==> src/rtl/binary_search_arbiter.sv <==
// Round-robin arbiter that shares one binary_searcher among N_REQ requesters.
// Optional launch watchdog with a timeout output: define BSA_TIMEOUT_EN.
module binary_search_arbiter #(
    parameter int N_REQ       = 4,
    parameter int DATA_W      = 8,
    parameter int ADDR_W      = 5,
    parameter int TIMEOUT_CYC = 255
) (
    input  logic                    clk,
    input  logic                    reset,
    input  logic [N_REQ-1:0]        req,
    input  logic [N_REQ*DATA_W-1:0] req_target,
    output logic [N_REQ-1:0]        grant,
    output logic [N_REQ-1:0]        resp_valid,
    output logic                    resp_found,
    output logic [ADDR_W-1:0]       resp_index,
    output logic                    srch_start,
    output logic [DATA_W-1:0]       srch_target,
    input  logic                    srch_ready,
    input  logic                    srch_done,
    input  logic                    srch_found,
    input  logic [ADDR_W-1:0]       srch_index,
    output logic                    busy
`ifdef BSA_TIMEOUT_EN
    ,
    output logic                    timeout
`endif
);

    localparam int ID_W = (N_REQ > 1) ? $clog2(N_REQ) : 1;

    typedef enum logic [1:0] {S_IDLE, S_LAUNCH, S_RELEASE, S_DRAIN} state_t;

    state_t              r_state;
    state_t              w_next_state;
    logic [ID_W-1:0]     r_id;
    logic [ID_W-1:0]     r_ptr;
    logic [N_REQ-1:0]    r_grant;
    logic                r_found;
    logic [ADDR_W-1:0]   r_index;
    logic [DATA_W-1:0]   r_target;

    logic [N_REQ-1:0]    w_rot;
    logic [ID_W:0]       w_off;
    logic [ID_W:0]       w_sum;
    logic [ID_W-1:0]     w_sel_id;
    logic [DATA_W-1:0]   w_sel_target;
    logic [ID_W-1:0]     w_next_ptr;
    logic                w_launch;
    logic                w_expire;

    // Rotate req so bit 0 is the requester at the rr pointer; lowest set bit wins.
    assign w_rot    = N_REQ'({req, req} >> r_ptr);
    assign w_launch = (|req) && srch_ready;

    // NOTE: every signal assigned in always_comb gets a default first so no latch is inferred.
    always_comb begin
        w_off = '0;
        for (int k = N_REQ - 1; k >= 0; k--) begin
            if (w_rot[k]) w_off = (ID_W+1)'(k);
        end
        w_sum = {1'b0, r_ptr} + w_off;
        if (w_sum >= (ID_W+1)'(N_REQ)) w_sel_id = ID_W'(w_sum - (ID_W+1)'(N_REQ));
        else                           w_sel_id = w_sum[ID_W-1:0];
    end

    always_comb begin
        w_sel_target = '0;
        for (int k = 0; k < N_REQ; k++) begin
            if (w_sel_id == ID_W'(k)) w_sel_target = req_target[k*DATA_W +: DATA_W];
        end
    end

    assign w_next_ptr = (r_id == ID_W'(N_REQ - 1)) ? '0 : r_id + 1'b1;

`ifdef BSA_TIMEOUT_EN
    localparam int CNT_W = (TIMEOUT_CYC > 1) ? $clog2(TIMEOUT_CYC + 1) : 1;

    logic [CNT_W-1:0] r_cnt;
    logic             r_timeout;

    assign w_expire = (r_cnt == CNT_W'(TIMEOUT_CYC - 1));
    assign timeout  = (r_state == S_RELEASE) && r_timeout;

    always_ff @(posedge clk) begin
        if (reset) begin
            r_cnt     <= '0;
            r_timeout <= 1'b0;
        end else if (r_state == S_IDLE) begin
            r_cnt <= '0;
        end else if (r_state == S_LAUNCH) begin
            r_cnt     <= r_cnt + 1'b1;
            r_timeout <= !srch_done && w_expire;
        end
    end
`else
    assign w_expire = 1'b0;
`endif

    // NOTE: sequential state uses non-blocking assignments so every register sees pre-edge values.
    always_ff @(posedge clk) begin
        if (reset) r_state <= S_IDLE;
        else       r_state <= w_next_state;
    end

    always_comb begin
        w_next_state = r_state;
        case (r_state)
            S_IDLE:    if (w_launch)               w_next_state = S_LAUNCH;
            S_LAUNCH:  if (srch_done || w_expire)  w_next_state = S_RELEASE;
            S_RELEASE:                             w_next_state = S_DRAIN;
            S_DRAIN:   if (srch_ready)             w_next_state = S_IDLE;
            default:                               w_next_state = S_IDLE;
        endcase
    end

    always_ff @(posedge clk) begin
        if (reset) begin
            r_id     <= '0;
            r_ptr    <= '0;
            r_grant  <= '0;
            r_found  <= 1'b0;
            r_index  <= '0;
            r_target <= '0;
        end else begin
            case (r_state)
                S_IDLE: begin
                    if (w_launch) begin
                        r_id     <= w_sel_id;
                        r_target <= w_sel_target;
                        r_grant  <= N_REQ'(1) << w_sel_id;
                    end
                end
                S_LAUNCH: begin
                    // Index is zeroed on a miss or timeout rather than passed through.
                    if (srch_done) begin
                        r_found <= srch_found;
                        r_index <= srch_found ? srch_index : '0;
                    end else if (w_expire) begin
                        r_found <= 1'b0;
                        r_index <= '0;
                    end
                end
                S_RELEASE: begin
                    r_grant <= '0;
                    r_ptr   <= w_next_ptr;
                end
                default: ;
            endcase
        end
    end

    assign grant       = r_grant;
    assign resp_valid  = (r_state == S_RELEASE) ? r_grant : '0;
    assign resp_found  = r_found;
    assign resp_index  = r_index;
    assign srch_start  = (r_state == S_LAUNCH);
    assign srch_target = r_target;
    assign busy        = (r_state != S_IDLE);

endmodule

==> config.mk <==
export PLATFORM = sky130hd
export DESIGN_NAME = binary_search_arbiter
export DESIGN_NICKNAME = d
export VERILOG_FILES = /design/src/rtl/binary_search_arbiter.sv
export SDC_FILE = /design/constraint.sdc
export NUM_CORES = 1
export LEC_CHECK = 0
export BUFFER_PORTS_ARGS = -buffer_cell sky130_fd_sc_hd__buf_2
export CAP_MARGIN = 25
export CORE_UTILIZATION = 42
export CTS_CLUSTER_SIZE = 28
export DETAILED_ROUTE_END_ITERATION = 16
export MAX_ROUTING_LAYER = met4
export PLACE_DENSITY_LB_ADDON = 0.15
export SLEW_MARGIN = 20
export SYNTH_ARGS = -nofsm -noshare
export SYNTH_HDL_FRONTEND = slang
export SYNTH_SLANG_ARGS = --single-unit
export TNS_END_PERCENT = 10
==> constraint.sdc <==
create_clock -name clk -period 2.4 [get_ports clk]
set_input_delay 0.24 -clock clk [delete_from_list [all_inputs] [get_ports clk]]
set_output_delay 0.24 -clock clk [all_outputs]
set_load 0.005 [all_outputs]
### After elaboration in Yosys (flattened, before gate mapping)

Cells that the tools add are included.

| operators by class | value |
|---|---|
| $add $sub $neg | 3 |
| $mul | 0 |
| divide/modulo/power cells | 0 |
| order comparisons | 1 |
| eq/ne operators | 10 |
| shifts and indexed selects | 2 |
| mux-type cells | 18 |
| bitwise logic cells | 0 |
| reduce and logical (&&, ||, !) cells | 10 |

Operator list:

| cell | number |
|---|---|
| 8-bit two-way mux | 4 |
| 2-bit two-way mux | 9 |
| 2-bit equality test, second input constant | 5 |
| 4-bit two-way mux | 2 |
| 2-bit one-hot mux with 4 select lines | 1 |
| 4-bit one-hot mux with 2 select lines | 1 |
| 8-bit by 2-bit >> shifter with 4-bit output | 1 |
| 2-bit AND reduction | 3 |
| 5-bit two-way mux | 1 |
| 2-bit by 1-bit equality test with 1-bit output, second input constant | 2 |
| 2-bit zero test | 2 |
| 2-bit != test, second input constant | 2 |
| 2-bit nonzero test | 2 |
| 4-bit OR reduction | 1 |
| 1-bit by 2-bit left shift with 4-bit output, first input constant | 1 |
| 2-bit by 2-bit adder with 3-bit output | 1 |
| 3-bit greater-or-equal comparator, second input constant | 1 |
| 3-bit AND reduction | 1 |
| 2-bit by 1-bit adder with 2-bit output, second input constant | 1 |
| 2-bit by 1-bit != test with 1-bit output, second input constant | 1 |
| 2-bit by 1-bit subtractor with 2-bit output, second input constant | 1 |
| 1-bit logical AND | 1 |

| word-level totals | value |
|---|---|
| register bits | 24 |
| bits in latches | 0 |
| memory bits (writable) | 0 |
| memory bits (read-only) | 0 |
| input bits | 46 |
| memories | 0 |

### Longest topological paths before layout

| logic depth | value |
|---|---|
| depth in word-level cells | 13 |
| mapped depth | 12 |
| depth with buffers taken out | 10 |

### Worst setup path before layout

Ideal clock, no wire load.

| timing path | value |
|---|---|
| path kind | register to register |
| start point | register r_ptr[0] |
| end point | register r_target[6] (netlist: srch_target[6]) |
| setup time | 0.117 ns |
| arrival | 2.329 ns |
| required time | 2.283 ns |
| path slack | -0.045 ns |
| cell stages (with the launch flop) | 10 |
| path buffers | 2 |
| cell sequence | dfxtp_1 -> buf_6 -> nor2_1 -> a211oi_1 -> a21oi_1 -> a211o_1 -> ha_1 -> clkbuf_1 -> mux4_1 -> a22o_1 |

| on the way | value |
|---|---|
| cells in the longest elaborated chain, start to end | 13 |
| elaborated cells between the ends (all ways) | 17 |
| classes of those cells | 2 x add/sub; 1 x order compare; 3 x eq/ne; 1 x shift; 9 x mux; 1 x reduce/logical |

Ends and longest elaborated chain:

| element | RTL line | text |
|---|---|---|
| start, declared | 37 | `logic [ID_W-1:0] r_ptr;` |
| start signal, assigned | 146 | `r_ptr <= w_next_ptr;` |
| 8-bit by 2-bit >> shifter with 4-bit output | 53 | `assign w_rot = N_REQ'({req, req} >> r_ptr);` |
| 2-bit two-way mux (4 in a row) | 60 | `if (w_rot[k]) w_off = (ID_W+1)'(k);` |
| 2-bit by 2-bit adder with 3-bit output (*) | 62 | `w_sum = {1'b0, r_ptr} + w_off;` |
| 3-bit greater-or-equal comparator / 2-bit by 1-bit subtractor with 2-bit output (equally long branches) | 63 | `if (w_sum >= (ID_W+1)'(N_REQ)) w_sel_id = ID_W'(w_sum - (ID_W+1)'(N_REQ));` |
| 2-bit two-way mux (*) | 63 |  |
| net w_sel_id[0] | 46 | `logic [ID_W-1:0] w_sel_id;` |
| 2-bit zero test | 70 | `if (w_sel_id == ID_W'(k)) w_sel_target = req_target[k*DATA_W +: DATA_W];` |
| 8-bit two-way mux (3 in a row) | 70 |  |
| 8-bit two-way mux (*) | 70 |  |
| end signal, assigned | 130 | `r_target <= w_sel_target;` |
| end, declared | 41 | `logic [DATA_W-1:0] r_target;` |

Mark *: on every way through the listed nets, which the timed path passes. The rest lies on a longest branch.
A chain may end at the register's enable or synchronous reset.

### Worst setup path after layout

| timing path | value |
|---|---|
| start point | register r_ptr[0] |
| end point | register r_target[6] (netlist: srch_target[6]) |

| on the way | value |
|---|---|
| cells in the longest elaborated chain, start to end | 13 |
| elaborated cells between the ends (all ways) | 17 |
| classes of those cells | 2 x add/sub; 1 x order compare; 3 x eq/ne; 1 x shift; 9 x mux; 1 x reduce/logical |

Ends and longest elaborated chain:

| element | RTL line |
|---|---|
| 8-bit by 2-bit >> shifter with 4-bit output | 53 |
| 2-bit two-way mux (4 in a row) | 60 |
| 2-bit by 2-bit adder with 3-bit output (*) | 62 |
| 3-bit greater-or-equal comparator / 2-bit by 1-bit subtractor with 2-bit output (equally long branches) | 63 |
| 2-bit two-way mux (*) | 63 |
| 2-bit zero test | 70 |
| 8-bit two-way mux (3 in a row) | 70 |
| 8-bit two-way mux (*) | 70 |

Every way passes the cells marked *; elsewhere a longest branch is shown, timed or not.

==> results.json <==
{
  "routed_via_density": 4.947,
  "worstSetupEndpointType": "flip-flop",
  "fin_crit_sh": 0.9564,
  "hold_violations": 0,
  "whs_path_depth": 3,
  "synth_area_leader_cell": "dfxtp_1",
  "r2r-end": "srch_target[6]$_SDFFE_PP0P_",
  "dr.first_iter.drc_count": 56,
  "outcome": "completed",
  "drive_above_1_share": 0.3924,
  "die-height_um": 61.32,
  "gp_congestion": 0.8670,
  "avgSynthCellArea_sq_um": 9.010,
  "r2r_setup_slack_ps": 100,
  "grt_max_degree": 19,
  "dieWidth_um": 61.32,
  "nFillCells": 343,
  "diodes": 0,
  "antenna_found_initial": 0,
  "r2r_start": "r_ptr[0]$_SDFFE_PP0P_",
  "wire_per_inst_um": 10.79,
  "arrival_ps": 2510,
  "final-setup-viol-count": 0,
  "timing.fmax_ghz": 0.4357,
  "cts_buffer_depth": 2,
  "synthArstFlopShare": 0,
  "crit_type": "reg2reg",
  "stdcell_count": 283,
  "port_buffers": 69,
  "hp-start": "srch_index[3]",
  "nets": 291,
  "final-max-slew-violation-count": 0,
  "cts_sinks": 24,
  "worstPathRequired_ps": 2620,
  "postCtsHoldBufs": 0,
  "clkSlewWorstSetupHoldPaths_ps": 130,
  "yosys_warnings": 0,
  "firstDrtPassIters": 4,
  "hold_end": "resp_index[3]$_SDFFE_PP0P_",
  "p_per_area_nw_per_um2": 910.8,
  "hpwlAfterDp_mm": 2.335,
  "whs_ps": 179.4,
  "critPathMaxFanout": 6,
  "synth_cell_types": 34,
  "setup.worst_path.start_class": "flip-flop",
  "peakVddDrop_v": 0.0006085,
  "ys_ff_latch": 24,
  "tns_ps": 0,
  "area_growth_pct": 34.29,
  "gr-usage-all-layers": 0.1754,
  "io_pins": 70,
  "cts_buffers": 3,
  "post-route-util": 0.5900,
  "synthCells": 164,
  "drt-total-wl_mm": 3.053,
  "fin_skew_ps": 4.476,
  "grt_pass1_wl_mm": 4.781,
  "finalCriticalPeriod_ps": 2295,
  "grt_pass1_vias": 1139,
  "slew-limit-headroom": 0.5440,
  "p_leak_uw": 0.0009447,
  "max-cap-violations": 0,
  "gr-total-overflow": 0,
  "vias": 1400,
  "worst_pin_slew_ps": 684.0,
  "hp-class": "in2reg",
  "h-tree-depth": 1,
  "rows": 21,
  "clk_latency_ps": 310,
  "drc": 0,
  "dp_cells": 278,
  "coreArea_sq_um": 3363,
  "synth_area_leaders": "dfxtp_1 (33%), mux2i_1 (8.8%), mux4_1 (7.1%), nor2_1 (6.6%), ha_1 (5.9%)",
  "dieArea_sq_um": 3760,
  "ant_nets": 0,
  "synth-edff-count": 0,
  "synth.net_count": 217,
  "initial_core_util": 0.4394,
  "synthFlopType": "dfxtp_1",
  "ys_seq_area_frac": 0.3251,
  "cts-root-buf": "clkbuf_4",
  "worst_r2r_path_depth": 10,
  "synth_top_area_frac": 0.3251,
  "cts_tree": "built",
  "netlist_area_sq_um": 1478
}
==> cells by family (layout without fill, tap and decap cells) <==
kind of cell	count (synthesis)	count (layout)	share of synthesized area
AO/OA/AOI/OAI	31	31	0.1600
XOR/XNOR	2	2	0.02456
adder cells (fa/ha/maj)	7	7	0.05927
buffers and inverters	17	90	0.06351
flip-flops	24	24	0.3251
multiplexers	17	17	0.1592
AND/OR/NAND/NOR	66	66	0.2083
==> worst max-delay path, cell delays in order, from the launching register on <==
cell      delay [ps]
dfxtp_4          380
nand2_1           70
nor2_1            50
a211oi_2         200
a21oi_1           60
a211o_1          260
ha_4             180
xor2_4           160
xnor2_4          260
mux4_2           330
a22o_1           240
==> flip-flops by register name, summed over array words and instances (netlist names) <==
| name | flops |
|---|---|
| srch_target | 8 |
| resp_index | 5 |
| grant | 4 |
| r_id | 2 |
| r_ptr | 2 |
| r_state | 2 |
| resp_found | 1 |
==> worst max path at each step <==
stage                           from                     endpoint
2_1_floorplan  r_ptr[0]$_SDFFE_PP0P_  srch_target[6]$_SDFFE_PP0P_
3_3_place_gp   r_ptr[0]$_SDFFE_PP0P_  srch_target[6]$_SDFFE_PP0P_
3_5_place_dp   r_ptr[0]$_SDFFE_PP0P_  srch_target[6]$_SDFFE_PP0P_
4_1_cts        r_ptr[0]$_SDFFE_PP0P_  srch_target[6]$_SDFFE_PP0P_
5_1_grt        r_ptr[0]$_SDFFE_PP0P_  srch_target[0]$_SDFFE_PP0P_
6_report       r_ptr[0]$_SDFFE_PP0P_  srch_target[6]$_SDFFE_PP0P_
==> synthesized netlist by cell type (2+ instances only) <==
cell type	count
nand2_1	12
nor3_1	4
nand3_1	5
nor2b_1	8
inv_1	6
nand2b_1	3
and2_1	5
a211oi_1	2
mux2i_1	13
a21oi_1	12
mux4_1	4
nor2_1	26
dfxtp_1	24
a32o_1	4
a22o_1	4
ha_1	7
clkbuf_1	7
buf_6	2
==> layout by cell type, fill, tap and decap left out, types with 3 or more instances in the layout <==
cell      count
nor2_1       26
nand2_1      12
mux2i_1      13
ha_1          6
and2_1        5
nand2b_1      3
clkbuf_4      3
nand3_1       5
buf_2        69
buf_4        10
mux4_1        3
a21oi_1      12
nor2b_1       8
inv_1         6
a32o_1        4
a22o_1        4
nor3_1        4
dfxtp_1      23
==> power breakdown <==
| group | switching [uW] | total (uW) | internal [uW] |
|---|---|---|---|
| clock | 120 | 288 | 169 |
| combinational | 466 | 963 | 497 |
| sequential | 61.0 | 556 | 495 |
| total | 646 | 1810 | 1160 |
==> layout make-up <==
type	instances	area (sq um)	area share
Clock buffer	3	22.52	0.01135
Clock inverter	1	30.03	0.01513
Inverter	6	22.52	0.01135
Multi-Input combinational cell	123	935.9	0.4716
Sequential cell	24	484.2	0.2440
Tap cell	46	57.56	0.02900
Timing Repair Buffer	80	431.7	0.2175
==> repair_timing <==
| action | CTS | global route |
|---|---|---|
| endpoints found under the setup margin | 1 | 8 |
| setup buffers | 0 | 1 |
| pin swaps | 0 | 2 |
| resized for setup | 1 | 7 |
==> metal layers <==
| layer | GRT usage | routed length, um | vias up |
|---|---|---|---|
| met5 | - | 0 | - |
| met1 | 0.2086 | 1402 | 605 |
| li1 | - | - | 727 |
| met2 | 0.2950 | 1395 | 64 |
| met4 | 0.02922 | 25 | 0 |
| met3 | 0.05462 | 229 | 4 |
==> stage by stage <==
stage	setup WS (ps)	power, uW	area [sq um]
after global placement	47.37	1479	1892
after global routing	-23.02	1968	1984
final	104.6	1807	1984
after detailed placement	-2.019	1485	1892
after floorplan	24.37	1236	1486
after CTS	27.01	1779	1947
No activity file was read; power rests on OpenSTA's default activity.
